===== config.mk =====
export PLATFORM = sky130hd
export DESIGN_NAME = cla3_4b_rr_arbiter
export DESIGN_NICKNAME = d
export VERILOG_FILES = /design/src/rtl/cla3_4b_rr_arbiter.sv
export SDC_FILE = /design/constraint.sdc
export NUM_CORES = 1
export LEC_CHECK = 0
export ABC_AREA = 0
export BUFFER_PORTS_ARGS = -buffer_cell sky130_fd_sc_hd__buf_2
export CORE_MARGIN = 1
export CORE_UTILIZATION = 48
export DETAILED_ROUTE_END_ITERATION = 6
export PLACE_DENSITY_LB_ADDON = 0.08
export SLEW_MARGIN = 40
export SYNTH_ARGS = -nofsm -noshare
export SYNTH_HDL_FRONTEND = slang
export SYNTH_SLANG_ARGS = --single-unit

===== constraint.sdc =====
create_clock -name clk -period 4.4 [get_ports clk]
set_input_delay 0.44 -clock clk [delete_from_list [all_inputs] [get_ports clk]]
set_output_delay 0.44 -clock clk [all_outputs]
set_load 0.01 [all_outputs]

===== src/rtl/cla3_4b_rr_arbiter.sv =====
// Round-robin arbiter sharing one 3-operand 4-bit carry-lookahead adder between NREQ requesters.
// Results and the producing requester ID are buffered in a 2-entry FIFO.
module cla3_4b_rr_arbiter #(
  parameter int unsigned NREQ = 4,
  localparam int unsigned IDW = $clog2(NREQ)
) (
  input  logic              clk,
  input  logic              rst,
  input  logic [NREQ-1:0]   req_valid,
  output logic [NREQ-1:0]   req_ready,
  input  logic [4*NREQ-1:0] req_in1,
  input  logic [4*NREQ-1:0] req_in2,
  input  logic [4*NREQ-1:0] req_in3,
  input  logic [NREQ-1:0]   req_cin,
  output logic              res_valid,
  input  logic              res_ready,
  output logic [3:0]        res_sum,
  output logic              res_cout_1,
  output logic              res_cout_2,
  output logic [IDW-1:0]    res_id,
  output logic              busy
);

  logic [IDW-1:0] rr_ptr_q, rr_ptr_d;
  logic [1:0]     count_q, count_d;
  logic           rd_ptr_q, wr_ptr_q;

  logic [3:0]     fifo_sum_q [2];
  logic           fifo_c1_q  [2];
  logic           fifo_c2_q  [2];
  logic [IDW-1:0] fifo_id_q  [2];

  logic           space;
  logic           found;
  logic [IDW-1:0] winner;
  logic           push;
  logic           pop;

  logic [3:0]     op1, op2, op3;
  logic           op_cin;

  logic [3:0]     csa_s, csa_c;
  logic [4:0]     cla_a, cla_b, gen, prop;
  logic [5:0]     carry;
  logic [5:0]     add_res;

  // Grant search: requesters at or above rr_ptr first, then wrap to the lowest index.
  always_comb begin
    found  = 1'b0;
    winner = '0;
    for (int unsigned i = 0; i < NREQ; i++) begin
      if (!found && req_valid[i] && (IDW'(i) >= rr_ptr_q)) begin
        found  = 1'b1;
        winner = IDW'(i);
      end
    end
    for (int unsigned i = 0; i < NREQ; i++) begin
      if (!found && req_valid[i]) begin
        found  = 1'b1;
        winner = IDW'(i);
      end
    end
  end

  assign space = (count_q < 2'd2);
  assign push  = found && space && !rst;

  always_comb begin
    req_ready = '0;
    for (int unsigned i = 0; i < NREQ; i++) begin
      req_ready[i] = push && (winner == IDW'(i));
    end
  end

  always_comb begin
    op1    = '0;
    op2    = '0;
    op3    = '0;
    op_cin = 1'b0;
    for (int unsigned i = 0; i < NREQ; i++) begin
      if (winner == IDW'(i)) begin
        op1    = req_in1[4*i +: 4];
        op2    = req_in2[4*i +: 4];
        op3    = req_in3[4*i +: 4];
        op_cin = req_cin[i];
      end
    end
  end

  // 3:2 carry-save compression, then a 5-bit lookahead adder with cin as carry-in.
  always_comb begin
    csa_s = op1 ^ op2 ^ op3;
    csa_c = (op1 & op2) | (op1 & op3) | (op2 & op3);
    cla_a = {1'b0, csa_s};
    cla_b = {csa_c, 1'b0};
    gen   = cla_a & cla_b;
    prop  = cla_a ^ cla_b;

    carry[0] = op_cin;
    carry[1] = gen[0] | (prop[0] & op_cin);
    carry[2] = gen[1] | (prop[1] & gen[0]) | (prop[1] & prop[0] & op_cin);
    carry[3] = gen[2] | (prop[2] & gen[1]) | (prop[2] & prop[1] & gen[0])
             | (prop[2] & prop[1] & prop[0] & op_cin);
    carry[4] = gen[3] | (prop[3] & gen[2]) | (prop[3] & prop[2] & gen[1])
             | (prop[3] & prop[2] & prop[1] & gen[0])
             | (prop[3] & prop[2] & prop[1] & prop[0] & op_cin);
    carry[5] = gen[4] | (prop[4] & gen[3]) | (prop[4] & prop[3] & gen[2])
             | (prop[4] & prop[3] & prop[2] & gen[1])
             | (prop[4] & prop[3] & prop[2] & prop[1] & gen[0])
             | (prop[4] & prop[3] & prop[2] & prop[1] & prop[0] & op_cin);

    add_res = {carry[5], prop ^ carry[4:0]};
  end

  always_comb begin
    if (winner == IDW'(NREQ - 1)) begin
      rr_ptr_d = '0;
    end else begin
      rr_ptr_d = winner + IDW'(1);
    end
  end

  assign res_valid = (count_q != 2'd0);
  assign pop       = res_valid && res_ready;
  assign busy      = res_valid || (|req_valid);

  always_comb begin
    count_d = count_q;
    case ({push, pop})
      2'b10:   count_d = count_q + 2'd1;
      2'b01:   count_d = count_q - 2'd1;
      default: count_d = count_q;
    endcase
  end

  always_ff @(posedge clk) begin
    if (rst) begin
      rr_ptr_q <= '0;
      count_q  <= '0;
      rd_ptr_q <= 1'b0;
      wr_ptr_q <= 1'b0;
    end else begin
      count_q <= count_d;
      if (push) begin
        rr_ptr_q <= rr_ptr_d;
        wr_ptr_q <= ~wr_ptr_q;
      end
      if (pop) begin
        rd_ptr_q <= ~rd_ptr_q;
      end
    end
  end

  // Payload needs no reset: it is only visible through count_q.
  always_ff @(posedge clk) begin
    if (push) begin
      fifo_sum_q[wr_ptr_q] <= add_res[3:0];
      fifo_c1_q[wr_ptr_q]  <= add_res[4];
      fifo_c2_q[wr_ptr_q]  <= add_res[5];
      fifo_id_q[wr_ptr_q]  <= winner;
    end
  end

  always_comb begin
    res_sum    = '0;
    res_cout_1 = 1'b0;
    res_cout_2 = 1'b0;
    res_id     = '0;
    if (res_valid) begin
      res_sum    = fifo_sum_q[rd_ptr_q];
      res_cout_1 = fifo_c1_q[rd_ptr_q];
      res_cout_2 = fifo_c2_q[rd_ptr_q];
      res_id     = fifo_id_q[rd_ptr_q];
    end
  end

endmodule


-- Yosys cells after proc, flatten, opt, wreduce, memory -nomap -nowiden
Memories as Yosys holds them, arrays and structs flattened. A register that Yosys moved wholly into a read port is not among the register bits.
Index checks and enable logic that the tools add are counted.
- add/subtract/negate cells: 3
- magnitude comparators: 5
- equality and inequality tests: 5
- mux-type cells: 47
- bitwise operators: 52
- reduce and logical (&&, ||, !) cells: 31
- operators by type and width (kind ; number):
    4-bit two-way mux ; 13
    1-bit bitwise AND ; 25
    1-bit two-way mux ; 25
    1-bit logical AND ; 18
    2-bit two-way mux ; 8
    1-bit bitwise OR ; 15
    4-bit bitwise AND ; 3
    1-bit logical NOT ; 8
    4-bit bitwise OR ; 2
    4-bit XOR ; 2
    2-bit equality test (second input constant) ; 3
    4-bit by 5-bit bitwise AND with 5-bit output ; 1
    4-bit by 5-bit XOR with 5-bit output ; 1
    5-bit XOR ; 1
    2-bit by 1-bit adder with 2-bit output (second input constant) ; 2
    2-bit by 1-bit equality test with 1-bit output (second input constant) ; 2
    1-bit by 2-bit greater-or-equal comparator with 1-bit output (first input constant) ; 2
    2-bit greater-or-equal comparator (first input constant) ; 2
    2-bit one-hot mux with 2 select lines ; 1
    2-bit nonzero test ; 2
    4-bit OR reduction ; 1
    2-bit logical NOT ; 1
    2-bit < comparator (second input constant) ; 1
    1-bit inverter ; 2
    other kinds (2) ; 2
- flip-flop bits (word level): 6
- bits in writable memories: 16
- input bits: 59
- output and inout port bits: 14
- word-level logic and storage cells: 151
- memories kept: 4
- memory list (name ; words ; bits a word ; rd ports ; clocked after Yosys merged registers in ; wr ports ; RTL line ; RTL):
    fifo_sum_q ; 2 ; 4 ; 1 ; 1 ; 1 ; 28 ; logic [3:0] fifo_sum_q [2];
    fifo_id_q ; 2 ; 2 ; 1 ; 1 ; 1 ; 31 ; logic [IDW-1:0] fifo_id_q [2];
    fifo_c1_q ; 2 ; 1 ; 1 ; 1 ; 1 ; 29 ; logic fifo_c1_q [2];
    fifo_c2_q ; 2 ; 1 ; 1 ; 1 ; 1 ; 30 ; logic fifo_c2_q [2];

-- Depth between registers and ports, before layout
- depth in word-level cells: 42
- depth in mapped cells: 17
- gate-level depth less buffers: 16

-- Least setup slack after synthesis
OpenSTA, ideal clock, no wires.
- kind: in2reg
- from: input req_valid[2]
- to: memory fifo_c2_q[0] (data pin)
- setup time: 0.258 ns
- arrival time: 3.584 ns
- data required time: 4.142 ns
- setup slack: 0.558 ns
- stages: 16
- path buffers: 2
- path through: inv_1 -> o221ai_1 -> a21oi_1 -> ha_1 -> buf_2 -> buf_2 -> nand2_1 -> a21oi_1 -> a21oi_1 -> o21ai_0 -> fa_1 -> ha_1 -> nor2b_1 -> and3_1 -> a311o_1 -> and2_1
- longest elaborated chain between the ends: 34
- elaborated cells between the ends (all ways): 67
- those cells by class: 3 x eq/ne; 27 x mux; 23 x bitwise; 14 x reduce/logical
- ends and longest elaborated chain (item ; RTL line ; RTL):
    from (decl) ; 9 ; input logic [NREQ-1:0] req_valid,
    1-bit logical AND (2 in series) ; 52 ; if (!found && req_valid[i] && (IDW'(i) >= rr_ptr_q)) begin
    1-bit two-way mux ; 52 ;
    1-bit logical NOT ; 52 ;
    1-bit logical AND (2 in series) ; 52 ;
    1-bit two-way mux ; 52 ;
    1-bit logical NOT ; 58 ; if (!found && req_valid[i]) begin
    1-bit logical AND ; 58 ;
    1-bit two-way mux ; 58 ;
    [... 9 more ...] ; n/a ;
    via winner[0] ; 35 ; logic [IDW-1:0] winner;
    [... 6 more ...] ; n/a ;
    4-bit bitwise OR (2 in series) ; 93 ; csa_c = (op1 & op2) | (op1 & op3) | (op2 & op3);
    4-bit by 5-bit XOR with 5-bit output / 4-bit by 5-bit bitwise AND with 5-bit output (equally long branches) ; 97, 96 ;
    1-bit bitwise AND (on tied branches) ; 107, 108, 109 ;
    1-bit bitwise OR (tied with other cells) (2 in series) ; 107 ; carry[5] = gen[4] | (prop[4] & gen[3]) | (prop[4] & prop[3] & gen[2])
    1-bit bitwise OR (tied with other cells) ; 108 ; | (prop[4] & prop[3] & prop[2] & gen[1])
    1-bit bitwise OR / 1-bit bitwise AND (equally long branches) ; 109, 110 ;
    1-bit bitwise OR * ; 110 ; | (prop[4] & prop[3] & prop[2] & prop[1] & prop[0] & op_cin);
    via add_res[5] ; 45 ; logic [5:0] add_res;
    to (decl) ; 30 ;
The timed path passes the listed nets; every way through them passes the cells marked *.

-- Worst setup path in the final report
- from: register rr_ptr_q[1]
- to: memory fifo_c2_q[0] (data pin)
- longest elaborated chain between the ends: 42
- elaborated cells between the ends (all ways): 79
- those cells by class: 4 x order compare; 3 x eq/ne; 30 x mux; 23 x bitwise; 19 x reduce/logical
- ends and longest elaborated chain (item ; RTL line ; RTL):
    from (decl) ; 24 ; logic [IDW-1:0] rr_ptr_q, rr_ptr_d;
    from (signal assigned) ; 145 ; rr_ptr_q <= rr_ptr_d;
    1-bit by 2-bit greater-or-equal comparator with 1-bit output ; 52 ;
    1-bit logical AND ; 52 ;
    1-bit two-way mux ; 52 ;
    1-bit logical NOT ; 52 ;
    1-bit logical AND (2 in series) ; 52 ;
    1-bit two-way mux ; 52 ;
    1-bit logical NOT ; 52 ;
    1-bit logical AND (2 in series) ; 52 ;
    [... 17 more ...] ; n/a ;
    via winner[1] ; 35 ;
    [... 6 more ...] ; n/a ;
    4-bit bitwise OR (2 in series) ; 93 ;
    4-bit by 5-bit XOR with 5-bit output / 4-bit by 5-bit bitwise AND with 5-bit output (equally long branches) ; 97, 96 ;
    1-bit bitwise AND (on tied branches) ; 107, 108, 109 ;
    1-bit bitwise OR (tied with other cells) (2 in series) ; 107 ;
    1-bit bitwise OR (tied with other cells) ; 108 ;
    1-bit bitwise OR / 1-bit bitwise AND (equally long branches) ; 109, 110 ;
    1-bit bitwise OR * ; 110 ;
    via add_res[5] ; 45 ;
Marked as above.

==> impl_metrics.env <==
export IMPL_grt_ovfl_total=0
export IMPL_ant_nets=0
export IMPL_final_setup_skew_ns=0.000750
export IMPL_instances_no_fill=317
export IMPL_vias=1622
export IMPL_io_buffers=72
export IMPL_antenna_found_initial=0
export IMPL_start_kind="flop"
export IMPL_max_freq_ghz=0.255
export IMPL_ioPinCount=73
export IMPL_critPathMaxFanout=14
export IMPL_avgSynthCellArea_sq_um=8.75
export IMPL_fp_dieH_um=62.7
export IMPL_row_count=21
export IMPL_maxSlewHeadroom=0.522
export IMPL_fin_crit_ns=3.93
export IMPL_path_class="reg -> reg"
export IMPL_dp_hpwl_mm=2.95
export IMPL_drv_cap=0
export IMPL_clock_root_buffer="clkbuf_8"
export IMPL_power_uw=1820
export IMPL_netlist_area_sq_mm=0.00177
export IMPL_tightest_slew_ns=0.714
export IMPL_nNetsFinal=344
export IMPL_track_usage=0.207
export IMPL_ir_drop_mv=0.332
export IMPL_ys_seq_elements=23
export IMPL_cts_buffers_inserted=3
export IMPL_avgViaCountPerCell=5.12
export IMPL_grt_first_pass_wirelength_mm=6.53
export IMPL_seq_area_frac_synth=0.351
export IMPL_grt_max_degree=30
export IMPL_status="complete, no violations"
export IMPL_dp_cells=313
export IMPL_yosysWarnings=0
export IMPL_clk_latency_ns=0.26
export IMPL_synth_cell_types=36
export IMPL_final_cell_mix="72 x buf_2, 23 x a21oi_1, 21 x nor2_1"
export IMPL_drive_gt1_frac=0.306
export IMPL_routabilityCongestion=0.881
export IMPL_cp_end_kind="flop"
export IMPL_p_per_area_mw_per_mm2=823
export IMPL_drc=0
export IMPL_htreeDepth=1
export IMPL_ctsResizeCount=0
export IMPL_ctsHoldBuffers=0
export IMPL_die_area_sq_mm=0.00393
export IMPL_cts_setup_buffers=0
export IMPL_cp_required_ns=4.42
export IMPL_drt_iter0_markers=53
export IMPL_diodes=0
export IMPL_hold_path_class="in -> reg"
export IMPL_cts_sinks=23
export IMPL_period_share=0.893
export IMPL_chipWidth_um=62.7
export IMPL_wl_per_cell_um=11.7
export IMPL_grt_pass1_vias=1500
export IMPL_finalHoldViolCount=0
export IMPL_slew_viol_final=0
export IMPL_clockBufferDepth=2
export IMPL_drt_first_pass_iters=6
export IMPL_synthCells=202
export IMPL_synthesis_nets=274
export IMPL_cellLeakagePower_uw=0.000997
export IMPL_cp_arrival_ns=3.95
export IMPL_coreArea_sq_mm=0.00344
export IMPL_initial_core_util=0.513
export IMPL_syn_to_final_growth_pct=25.4
export IMPL_layout_commonest_cell="buf_2"
export IMPL_setup_tns_ns=0
export IMPL_clk_pin_slew_ns=0.07
export IMPL_cts_tree="yes"
export IMPL_grt_setup_unrepaired="false"
export IMPL_wl_mm=3.70
export IMPL_setup_viol=0
## logic make-up after synthesis
| kind of cell | count (synthesis) | share of synthesized area |
|---|---|---|
| xor+xnor | 7 | 0.0347 |
| buf+inv | 24 | 0.0574 |
| mux | 8 | 0.0453 |
| fa+ha+maj | 13 | 0.109 |
| flops | 23 | 0.351 |
| compound gates | 49 | 0.171 |
| simple gates | 78 | 0.232 |
## cells in the mapped netlist (all sizes together)
master,n,area [sq um]
and3,2,12.5
a311o,1,10.0
and2,6,37.5
or3,1,6.26
dfxtp,7,140
o211ai,1,7.51
a221oi,6,52.6
nor2b,10,70.1
o2111ai,1,8.76
nand3b,8,60.1
nor3,7,35.0
o221ai,2,17.5
xor2,3,26.3
a21o,1,7.51
o22a,1,8.76
a21oi,23,115
o21a,1,7.51
nor4,1,6.26
nand3,1,5.00
buf,4,26.3
edfxtp,16,480
a211oi,2,15.0
mux2i,8,80.1
nor2,21,78.8
nand2,16,60.1
o21ai,9,45.0
a31oi,1,6.26
or4,1,7.51
ha,9,113
clkbuf,8,30.0
inv,12,45.0
and2b,4,30.0
xnor2,4,35.0
fa,4,80.1
## path summary, 6_finish.rpt
| check | from | to | slack [ns] | depth (start not counted) |
|---|---|---|---|---|
| max reg2reg | rr_ptr_q[1] | fifo_c2_q[0] | 0.47 | 16 |
| min reg2reg | rd_ptr_q | rd_ptr_q | 0.51 | 2 |
| max | rr_ptr_q[1] | fifo_c2_q[0] | 0.47 | 16 |
| min | rst | count_q[1] | 0.44 | 2 |
## registers in the layout, summed over array words and instances, names as in the netlist, named ones only
name,flops
fifo_c2_q,2
fifo_c1_q,2
rd_ptr_q,1
wr_ptr_q,1
fifo_sum_q,8
count_q,2
rr_ptr_q,2
fifo_id_q,4
## cell type report
type / instances / area, sq um
Sequential cell: 23 / 621
Clock buffer: 3 / 41.3
Timing Repair Buffer: 77 / 398
Inverter: 12 / 45.0
Multi-Input combinational cell: 155 / 1050
Tap cell: 46 / 57.6
Fill cell: 299 / 1230
Clock inverter: 1 / 5.00
## where the power goes
part	internal (uW)	leakage, uW	switching (uW)
logic	521	0.000763	678
clock network	63.1	0.0000255	62.0
registers	446	0.000209	52.2
total	1030	0.000997	792
## layer usage
| metal | vias to the layer above | share of wire | GRT usage |
|---|---|---|---|
| li1 | 850 | - | - |
| met1 | 709 | 0.46 | 0.265 |
| met2 | 58 | 0.48 | 0.355 |
| met3 | 5 | 0.053 | 0.0219 |
| met4 | 0 | 0.010 | 0.0814 |
| met5 | - | 0 | 0 |
## stage by stage
| step | utilization | area (sq um) | hold slack [ns] | setup slack (ns) |
|---|---|---|---|---|
| global route | 0.643 | 2210 | 0.458 | 0.152 |
| finish | 0.643 | 2210 | 0.437 | 0.471 |
| floorplan | - | 1770 | 0.481 | 0.558 |
| detailed placement | 0.629 | 2170 | 0.500 | 0.239 |
| CTS | 0.643 | 2210 | 0.440 | 0.457 |
| global placement | 0.629 | 2170 | 0.495 | 0.293 |
## worst max-delay path: stages (launching register included)
cell and delay, ns:
dfxtp_1 0.35, a21o_1 0.17, a21oi_1 0.13, o22a_1 0.22
inv_1 0.08, ha_1 0.24, buf_4 0.19, nand3b_1 0.16
a21oi_1 0.16, a21oi_1 0.05, o21ai_0 0.26, fa_1 0.45
ha_1 0.32, nor2b_1 0.17, and3_1 0.18, a311o_1 0.37
and2_1 0.18
(Power assumes the default switching activity.)
